[src/rtl/avalon_reg_if.sv]
// avalon_reg_if: Avalon-MM slave front end for a byte-enabled register bank.
// Optional write counter read at address NREGS: define AVALON_REG_IF_WRCOUNT_EN.
module avalon_reg_if #(
  parameter int NREGS  = 4,
  parameter int ADDR_W = 3
) (
  input  logic                clock,
  input  logic                resetn,
  input  logic [ADDR_W-1:0]   avs_address,
  input  logic                avs_read,
  input  logic                avs_write,
  input  logic [31:0]         avs_writedata,
  input  logic [3:0]          avs_byteenable,
  output logic [31:0]         avs_readdata,
  output logic                avs_waitrequest,
  output logic [31:0]         reg_D,
  output logic [4*NREGS-1:0]  reg_be,
  input  logic [32*NREGS-1:0] reg_Q
);

  typedef enum logic [1:0] {
    IDLE,
    WRITE,
    READ,
    DONE
  } state_t;

  state_t            state_q, state_d;
  logic [ADDR_W-1:0] addr_q, addr_d;
  logic [31:0]       data_q, data_d;
  logic [3:0]        be_q, be_d;
  logic [31:0]       rdata_q, rdata_d;
  logic [31:0]       sel;

`ifdef AVALON_REG_IF_WRCOUNT_EN
  logic [31:0] wrcnt_q, wrcnt_d;
  logic        in_range;

  assign in_range =
    {1'b0, addr_q} < (ADDR_W+1)'(NREGS);

  // Count writes that actually touch a register byte
  always_comb begin
    wrcnt_d = wrcnt_q;
    if (state_q == WRITE && in_range
        && be_q != 4'b0000)
      wrcnt_d = wrcnt_q + 32'd1;
  end

  // Write counter register
  always_ff @(posedge clock or negedge resetn) begin
    if (!resetn) wrcnt_q <= '0;
    else         wrcnt_q <= wrcnt_d;
  end
`endif

  // Read mux: out-of-range addresses return 0
  always_comb begin
    sel = '0;
    for (int i = 0; i < NREGS; i++)
      if (addr_q == ADDR_W'(i))
        sel = reg_Q[32*i +: 32];
`ifdef AVALON_REG_IF_WRCOUNT_EN
    if (addr_q == ADDR_W'(NREGS))
      sel = wrcnt_q;
`endif
  end

  // Byte enables only to the addressed register, only in WRITE
  always_comb begin
    reg_be = '0;
    if (state_q == WRITE)
      for (int i = 0; i < NREGS; i++)
        if (addr_q == ADDR_W'(i))
          reg_be[4*i +: 4] = be_q;
  end

  // Next-state and capture logic; write wins over read
  always_comb begin
    state_d = state_q;
    addr_d  = addr_q;
    data_d  = data_q;
    be_d    = be_q;
    rdata_d = rdata_q;
    unique case (state_q)
      IDLE: begin
        if (avs_write) begin
          addr_d  = avs_address;
          data_d  = avs_writedata;
          be_d    = avs_byteenable;
          state_d = WRITE;
        end else if (avs_read) begin
          addr_d  = avs_address;
          state_d = READ;
        end
      end
      WRITE: state_d = DONE;
      READ: begin
        rdata_d = sel;
        state_d = DONE;
      end
      DONE:    state_d = IDLE;
      default: state_d = IDLE;
    endcase
  end

  // State and datapath registers
  always_ff @(posedge clock or negedge resetn) begin
    if (!resetn) begin
      state_q <= IDLE;
      addr_q  <= '0;
      data_q  <= '0;
      be_q    <= '0;
      rdata_q <= '0;
    end else begin
      state_q <= state_d;
      addr_q  <= addr_d;
      data_q  <= data_d;
      be_q    <= be_d;
      rdata_q <= rdata_d;
    end
  end

  assign reg_D        = data_q;
  assign avs_readdata = rdata_q;
  assign avs_waitrequest =
    (avs_read | avs_write) & (state_q != DONE);

endmodule

[config.mk]
export PLATFORM = sky130hd
export DESIGN_NAME = avalon_reg_if
export DESIGN_NICKNAME = d
export VERILOG_FILES = /design/src/rtl/avalon_reg_if.sv
export SDC_FILE = /design/constraint.sdc
export NUM_CORES = 1
export LEC_CHECK = 0
export ABC_AREA = 1
export BUFFER_PORTS_ARGS = -buffer_cell sky130_fd_sc_hd__buf_2
export CAP_MARGIN = 20
export CORE_AREA = 2 2 90 109
export CTS_BUF_LIST = sky130_fd_sc_hd__clkbuf_4 sky130_fd_sc_hd__clkbuf_8 sky130_fd_sc_hd__clkbuf_16
export DETAILED_ROUTE_END_ITERATION = 6
export DIE_AREA = 0 0 92 111
export PLACE_DENSITY = 0.84
export SLEW_MARGIN = 20
export SYNTH_ARGS = -nofsm -noshare
export SYNTH_HDL_FRONTEND = slang
export SYNTH_SLANG_ARGS = --single-unit
[constraint.sdc]
create_clock -name clock -period 2.65 [get_ports clock]
set_input_delay 0.53 -clock clock [delete_from_list [all_inputs] [get_ports clock]]
set_output_delay 0.53 -clock clock [all_outputs]
set_load 0.1 [all_outputs]
==> results_dict.tcl, run 1 <==
set metrics [dict create \
    hold_class "primary input to asynchronous set/reset pin" \
    final.min_clock_period_ns 2.451 \
    cts_setup_buffers 0 \
    postRouteWirelength_um 13270 \
    dieArea_um2 10210 \
    clock-sinks 73 \
    finalInstanceArea_um2 5972 \
    viasPerCell 5.344 \
    cts_resized 0 \
    root_buffer "clkbuf_16" \
    p_leak_nw 3.387 \
    drv_cap 0 \
    ant_nets 0 \
    grt_overflow_total 0 \
    placed_cells 869 \
    coreArea_um2 9271 \
    critical_path.max_fanout 24 \
    synth_fp_nets 701 \
    whs_ns 0.3343 \
    initial_core_util_pct 45.09 \
    yosysSeqAreaShare_pct 43.70 \
    postSynthCellCount 525 \
    setup_viol 0 \
    crit_buf_inv 3 \
    cpPeakStageDelay_ns 0.41 \
    grt_pass1_vias 4585 \
    p_int_mw 3.594 \
    outcome "complete, no violations" \
    drive_gt1_share_pct 42.13 \
    skew_ns 0.01338 \
    vdd_drop_max_mv 1.724 \
    avgRoutedWirePerCell_um 14.99 \
    cts_buffers 9 \
    drt_pass1_iterations 5 \
    rows 39 \
    cts_tree "built" \
    yosysTopAreaCell "dfrtp_1" \
    grt_pass1_wl_um 21300 \
    power_density_nw_per_um2 1534 \
    yosys_warnings 0 \
    p_clk_share_pct 13.7 \
    num-nets-final 933 \
    syn_to_final_growth_pct 42.86 \
    grtUsageTotal_pct 25.83 \
    switching_share_pct 60.76 \
    hold_buffers 0 \
    ys_ff_latch 73 \
    portBuffers 251 \
    place.gp.congestion 0.8457 \
    drt-met1-wl_um 4827 \
    post-route-util_pct 64.41 \
    p_comb_share_pct 65.7 \
    max_freq_mhz 408.0 \
    clk_latency_ns 0.33 \
    fp.dieW_um 92 \
    pin_count 252 \
    cp-end-kind "output pin" \
    cts_buffer_depth 2 \
    dr_total_vias 4729 \
    synth_area_um2 4180 \
    drcViolationCount 0 \
    cp_slowest_cell "dfrtp_1" \
    p_sw_mw 5.565 \
    drtIter0Drc 283 \
    rsz0062_at_grt "false" \
    clk_pin_slew_ns 0.06 \
    placed_cell_area_um2 5662 \
    highest_layer "met4" \
    arrival_ns 1.92 \
    antenna_cells 0 \
    h-tree-depth 3 \
    antenna_found_initial 0 \
    worstSetupPathType "flip-flop to output pin" \
    p_seq_share_pct 20.6 \
    wl_met2_um 6621 \
    dr_wl_met3_um 1378 \
    synth.area.top_cells "dfrtp_1 44%, nand2_1 12%, mux2_2 9.7%" \
    critPathLaunchType "flip-flop" \
    worstMarginPinSlew_ns 0.9231 \
    fin_cells 885 \
    fin_crit_sh_pct 92.48 \
    max_slew_margin_pct 38.46 \
    dp_hpwl_um 9516 \
    final_hold_viol_count 0 \
    syn_avg_cell_area_um2 7.962 \
    slew_violations 0 \
    fp.dieH_um 111 \
    grt_start_max_net_pins 74 \
    required_ns 2.12 \
    synth_top_area_share_pct 43.70 \
    critical_path.top_delay_family "buffers and inverters" \
    finalSetupTns_ns 0 \
    synth.distinct_cells 21 \
    crit_chain "inv_2 -> buf_4 -> nand3_2 -> nor2_1 -> buf_12" \
]
worst register-to-register path, stage by stage, from the launching register on:
cell and delay, ns:
dfrtp_1 0.41, inv_2 0.19, buf_4 0.33, nand3_2 0.19
buf_4 0.32, nor2_1 0.14, nor2_1 0.07, o21ai_1 0.12
nand2_1 0.07
state kept, by name (all words and copies together), names as in the netlist:
signal	flops
state_q	2
avs_readdata	32
be_q	4
addr_q	3
reg_D	32
worst paths after layout:
path	startpoint	endpoint	slack (ns)	cells past startpoint
min	resetn	avs_readdata[9]	0.33	1
max	addr_q[2]	reg_be[12]	0.20	5
min reg2reg	avs_readdata[11]	avs_readdata[11]	0.47	2
max reg2reg	addr_q[2]	avs_readdata[27]	0.69	8
min in group clock	avs_byteenable[0]	be_q[0]	0.43	2
max in group asynchronous	resetn	reg_D[19]	1.71	1
power by group through the flow:
stage / registers [mW] / logic, mW / clock network, mW
finish: 1.89 / 6.01 / 1.25
global route: 1.95 / 6.32 / 1.33
CTS: 1.89 / 6.01 / 1.28
detailed placement: 1.89 / 6.00 / 0
global placement: 1.87 / 5.90 / 0
floorplan: 4.75 / 2.10 / 0
stage by stage:
step | setup slack [ns] | power, mW
2_1_floorplan | -0.1133 | 6.856
3_3_place_gp | 0.6191 | 7.766
3_5_place_dp | 0.5639 | 7.895
4_1_cts | 0.1901 | 9.181
5_1_grt | 0.09764 | 9.592
6_report | 0.1993 | 9.159
area by class of cell:
type	count	area, um^2
Clock buffer	11	246.5
Clock inverter	5	63.81
Fill cell	748	3299
Inverter	7	26.28
Multi-Input combinational cell	404	2061
Sequential cell	73	1827
Tap cell	123	153.9
Timing Repair Buffer	262	1594
cells by family after synthesis:
| group | Yosys count | share of synthesized area (%) |
|---|---|---|
| AO/OA/AOI/OAI | 39 | 4.699 |
| AND/OR/NAND/NOR | 324 | 33.34 |
| buffers and inverters | 48 | 7.064 |
| multiplexers | 36 | 9.698 |
| flip-flops | 73 | 43.70 |
| adder cells (fa/ha/maj) | 5 | 1.497 |
cells in the final DEF (no fill, tap or decap), drive strengths merged:
master / synthesis / routed
nand4: 32 / 32
mux2: 36 / 36
o21ai: 36 / 36
buf: 29 / 262
inv: 7 / 8
a31oi: 1 / 1
nor2: 86 / 86
ha: 5 / 5
clkinvlp: 0 / 1
nand3: 66 / 66
dfrtp: 73 / 73
a21oi: 2 / 2
clkinv: 0 / 2
clkbuf: 12 / 11
bufinv: 0 / 1
nand2: 140 / 140
layer usage:
metal / vias to the layer above / global-route usage (%)
li1: 2223 / -
met1: 2152 / 28.13
met2: 308 / 45.34
met3: 46 / 8.430
met4: 0 / 11.44
met5: - / 0
synth_stat cells (all sizes together):
cell type and n:
dfrtp 73, a21oi 2, nor2 86, buf 29, o21ai 36, a31oi 1
mux2 36, inv 7, ha 5, clkbuf 12, nand4 32, nand2 140
nand3 66
No activity file was read; power rests on OpenSTA's default activity.
==> inputs of run 2 (changes only) <==
- PLACE_DENSITY: 0.84 -> 0.85
==> run 2 against run 1 <==
- clock-buffer cell count is 2 lower
- combinational power is 0.7% lower
- clock power is 4% higher
- utilization is 0.11 points higher
- critical path type unchanged
- largest cell class unchanged
==> results_dict.tcl, run 2 (synthesis gave the netlist of run 1 again) <==
set metrics [dict create \
    drive_gt1_share_pct 42.13 \
    antenna_cells 0 \
    rows 39 \
    grtUsageTotal_pct 26.20 \
    p_seq_share_pct 20.8 \
    root_buffer "clkbuf_16" \
    drcViolationCount 0 \
    pre_cts_slack_ns 0.6966 \
    final_cell_mix "234 x buf_2, 139 x nand2_1, 84 x nor2_1, 73 x dfrtp_1, 65 x nand3_1" \
    cp-end-kind "output pin" \
    max_slew_margin_pct 55.81 \
    p_leak_nw 3.392 \
    p_sw_mw 5.541 \
    clk_latency_ns 0.33 \
    syn_to_final_growth_pct 43.10 \
    grt_start_max_net_pins 65 \
    grt_pass1_vias 4473 \
    coreArea_um2 9271 \
    post-route-util_pct 64.52 \
    max_freq_mhz 432.5 \
    grt_pass1_wl_um 21070 \
    skew_ns 0.005755 \
    final.min_clock_period_ns 2.312 \
    power_density_nw_per_um2 1533 \
    p_int_mw 3.631 \
    dr_total_vias 4532 \
    dieArea_um2 10210 \
    worstSetupPathType "flip-flop to output pin" \
    fp.dieH_um 111 \
    portBuffers 251 \
    h-tree-depth 3 \
    crit_path_start "addr_q[1]" \
    vdd_drop_max_mv 1.671 \
    placed_cells 869 \
    rsz0062_at_grt "false" \
    avgRoutedWirePerCell_um 15.00 \
    arrival_ns 1.78 \
    cts_setup_buffers 0 \
    cts_tree "built" \
    num-nets-final 933 \
    slew_violations 0 \
    timing.final.ws_setup_ns 0.3377 \
    worstMarginPinSlew_ns 0.6560 \
    viasPerCell 5.121 \
    final_common_cell "buf_2" \
    place.gp.congestion 0.8274 \
    hold_buffers 0 \
    clock-sinks 73 \
    p_total_mw 9.172 \
    final_hold_viol_count 0 \
    clk_pin_slew_ns 0.06 \
    outcome "complete, no violations" \
    hold_class "primary input to asynchronous set/reset pin" \
    critPathLaunchType "flip-flop" \
    fin_crit_sh_pct 87.25 \
    rr_startpoint "addr_q[1]" \
    drtIter0Drc 235 \
    critical_path.max_fanout 14 \
    fp.dieW_um 92 \
    postRouteWirelength_um 13280 \
    p_comb_share_pct 65.1 \
    p_clk_share_pct 14.1 \
    antenna_found_initial 0 \
    initial_core_util_pct 45.09 \
    ant_nets 0 \
    drv_cap 0 \
    grt_overflow_total 0 \
    pin_count 252 \
    cts_buffer_depth 2 \
    cts_buffers 9 \
    setup_viol 0 \
    switching_share_pct 60.41 \
    required_ns 2.12 \
    whs_ns 0.1864 \
    drt_pass1_iterations 4 \
    cts_resized 0 \
    fin_cells 885 \
    dp_hpwl_um 9701 \
]
run 2: metrics by stage:
| stage | cell area [um^2] | setup TNS (ns) |
|---|---|---|
| after floorplan | 4183 | -1.218 |
| after global placement | 5662 | 0 |
| after detailed placement | 5662 | 0 |
| after CTS | 5982 | 0 |
| after global routing | 5982 | 0 |
| final | 5982 | 0 |
run 2: layout make-up:
type | count | area, um^2
Fill cell | 800 | 3289
Timing Repair Buffer | 262 | 1594
Sequential cell | 73 | 1827
Multi-Input combinational cell | 404 | 2061
Clock inverter | 7 | 95.09
Clock buffer | 9 | 225.2
Tap cell | 123 | 153.9
Inverter | 7 | 26.28
run 2: path summary, 6_finish.rpt:
check	to	slack, ns	depth (start not counted)
setup / recovery	reg_be[1]	0.34	4
hold / removal	avs_readdata[10]	0.19	1
setup reg to reg	avs_readdata[21]	0.84	6
hold reg to reg	avs_readdata[19]	0.47	2
max in group asynchronous	avs_readdata[25]	1.79	2
min in group clock	reg_D[5]	0.43	2
run 2: metal layers:
layer | global-route usage (%) | vias up | share of wire, %
met2 | 47.40 | 230 | 50
met4 | 10.35 | 0 | 2.5
li1 | - | 2214 | -
met5 | 0 | - | 0
met1 | 28.14 | 2059 | 36
met3 | 8.090 | 29 | 11
run 2: power groups by stage:
stage / clock network [mW] / logic (mW) / registers (mW)
finish: 1.30 / 5.97 / 1.90
global route: 1.37 / 6.29 / 1.96
CTS: 1.31 / 6.00 / 1.90
detailed placement: 0 / 5.97 / 1.90
global placement: 0 / 5.91 / 1.88
floorplan: 0 / 2.10 / 4.75
run 2: critical path: stages, from the launching register on:
cell and delay, ns:
dfrtp_1 0.55, inv_2 0.24, nand2_1 0.17, nor2_1 0.27, buf_12 0.22
==> inputs of run 3 (changes only) <==
- REMOVE_ABC_BUFFERS: default -> 1
- SKIP_CTS_REPAIR_TIMING: default -> 1
==> run 3 against run 2 <==
- clock-buffer cell count grew 4
- hold slack improved by 0.16 ns
- final cell count rose by 0.11%
- largest power group unchanged
- critical endpoint is now reg_be[13]
- flip-flop and latch count did not move
==> results_dict.tcl, run 3 (synthesis gave the netlist of run 1 again) <==
set metrics [dict create \
    top_usage_layer "met2" \
    final.min_clock_period_ns 2.200 \
    slew_violations 0 \
    grt_start_max_net_pins 74 \
    final_common_cell "buf_2" \
    dp_hpwl_um 10070 \
    num-nets-final 934 \
    initial_core_util_pct 45.09 \
    fp.dieW_um 92 \
    nFillCells 808 \
    grt_pass1_vias 4478 \
    max_slew_margin_pct 38.29 \
    worstMarginPinSlew_ns 0.9256 \
    pre_cts_slack_ns 0.7693 \
    portBuffers 251 \
    cts_tree "built" \
    fin_crit_sh_pct 83.03 \
    rows 39 \
    max_freq_mhz 454.5 \
    dr_total_vias 4541 \
    ant_nets 0 \
    cts_buffer_depth 2 \
    grt_overflow_total 0 \
    viasPerCell 5.125 \
    rsz0062_at_grt "false" \
    outcome "complete, no violations" \
    final_hold_viol_count 0 \
    cts_buffers 9 \
    grt_use_met1_pct 28.58 \
    skew_ns 0.002694 \
    drt_pass1_iterations 4 \
    clk_pin_slew_ns 0.05 \
    coreArea_um2 9271 \
    avgRoutedWirePerCell_um 15.28 \
    critPathLaunchType "flip-flop" \
    p_leak_nw 3.392 \
    arrival_ns 1.67 \
    clk_latency_ns 0.33 \
    grt_pass1_wl_um 21350 \
    required_ns 2.12 \
    final_cell_mix "234 x buf_2, 139 x nand2_1, 85 x nor2_1, 73 x dfrtp_1, 65 x nand3_1" \
    clock-sinks 73 \
    timing.final.ws_setup_ns 0.4497 \
    setup_viol 0 \
    root_buffer "clkbuf_16" \
    postRouteWirelength_um 13540 \
    vdd_drop_max_mv 1.398 \
    drtIter0Drc 169 \
    h-tree-depth 3 \
    power_density_nw_per_um2 1530 \
    critical_path.max_fanout 18 \
    cp-end-kind "output pin" \
    dieArea_um2 10210 \
    pin_count 252 \
    p_total_mw 9.132 \
    place.gp.congestion 0.8355 \
    fp.dieH_um 111 \
    syn_to_final_growth_pct 42.80 \
    drive_gt1_share_pct 41.99 \
    antenna_found_initial 2 \
    worstSetupPathType "flip-flop to output pin" \
    drcViolationCount 0 \
    drv_cap 0 \
    grtUsageTotal_pct 26.26 \
    met3_usage_pct 9.789 \
    grt_use_met2_pct 46.62 \
    hold_class "primary input to asynchronous set/reset pin" \
]
run 3: cell type report:
class / instances / area (um^2) / area share, %
Multi-Input combinational cell: 404 / 2058 / 34.48
Sequential cell: 73 / 1827 / 30.60
Timing Repair Buffer: 263 / 1602 / 26.83
Clock buffer: 13 / 261.5 / 4.381
Tap cell: 123 / 153.9 / 2.578
Clock inverter: 2 / 38.79 / 0.6498
Inverter: 7 / 26.28 / 0.4402
Antenna cell: 1 / 2.502 / 0.04192
run 3: stage by stage:
stage	area, um^2	instances	util, %	hold slack, ns	TNS, ns
floorplan	3911	484	-	0.2344	-15.55
global placement	5667	870	61.12	0.4559	0
detailed placement	5667	870	61.12	0.4606	0
CTS	5967	885	64.36	0.3785	0
global route	5967	885	64.36	0.4252	0
finish	5969	886	64.39	0.3426	0
run 3: critical path, cell delays in order, from the launching register on:
cell	delay [ns]
dfrtp_1	0.41
inv_2	0.28
nand3_2	0.21
nor2_1	0.23
buf_12	0.21
run 3: where the power goes:
group          internal [mW]  switching (mW)
Sequential              1.60           0.274
Clock                  0.782           0.432
Combinational           1.24            4.81
Total                   3.62            5.51
run 3: path summary, 6_finish.rpt:
check                                   end               from  cells after the start  slack [ns]
hold reg to reg             avs_readdata[9]    avs_readdata[9]                      2        0.47
hold / removal             avs_readdata[22]             resetn                      1        0.34
max in group asynchronous           be_q[3]             resetn                      1        1.71
setup reg to reg                   reg_D[6]         state_q[0]                      5        0.93
min in group clock                  be_q[3]  avs_byteenable[3]                      2        0.44
setup / recovery                 reg_be[13]          addr_q[2]                      4        0.45
run 3: metal layers:
layer | vias up | share of wire, %
met5 | - | 0
met4 | 0 | 1.9
met3 | 26 | 12
met2 | 247 | 50
met1 | 2043 | 36
li1 | 2225 | -
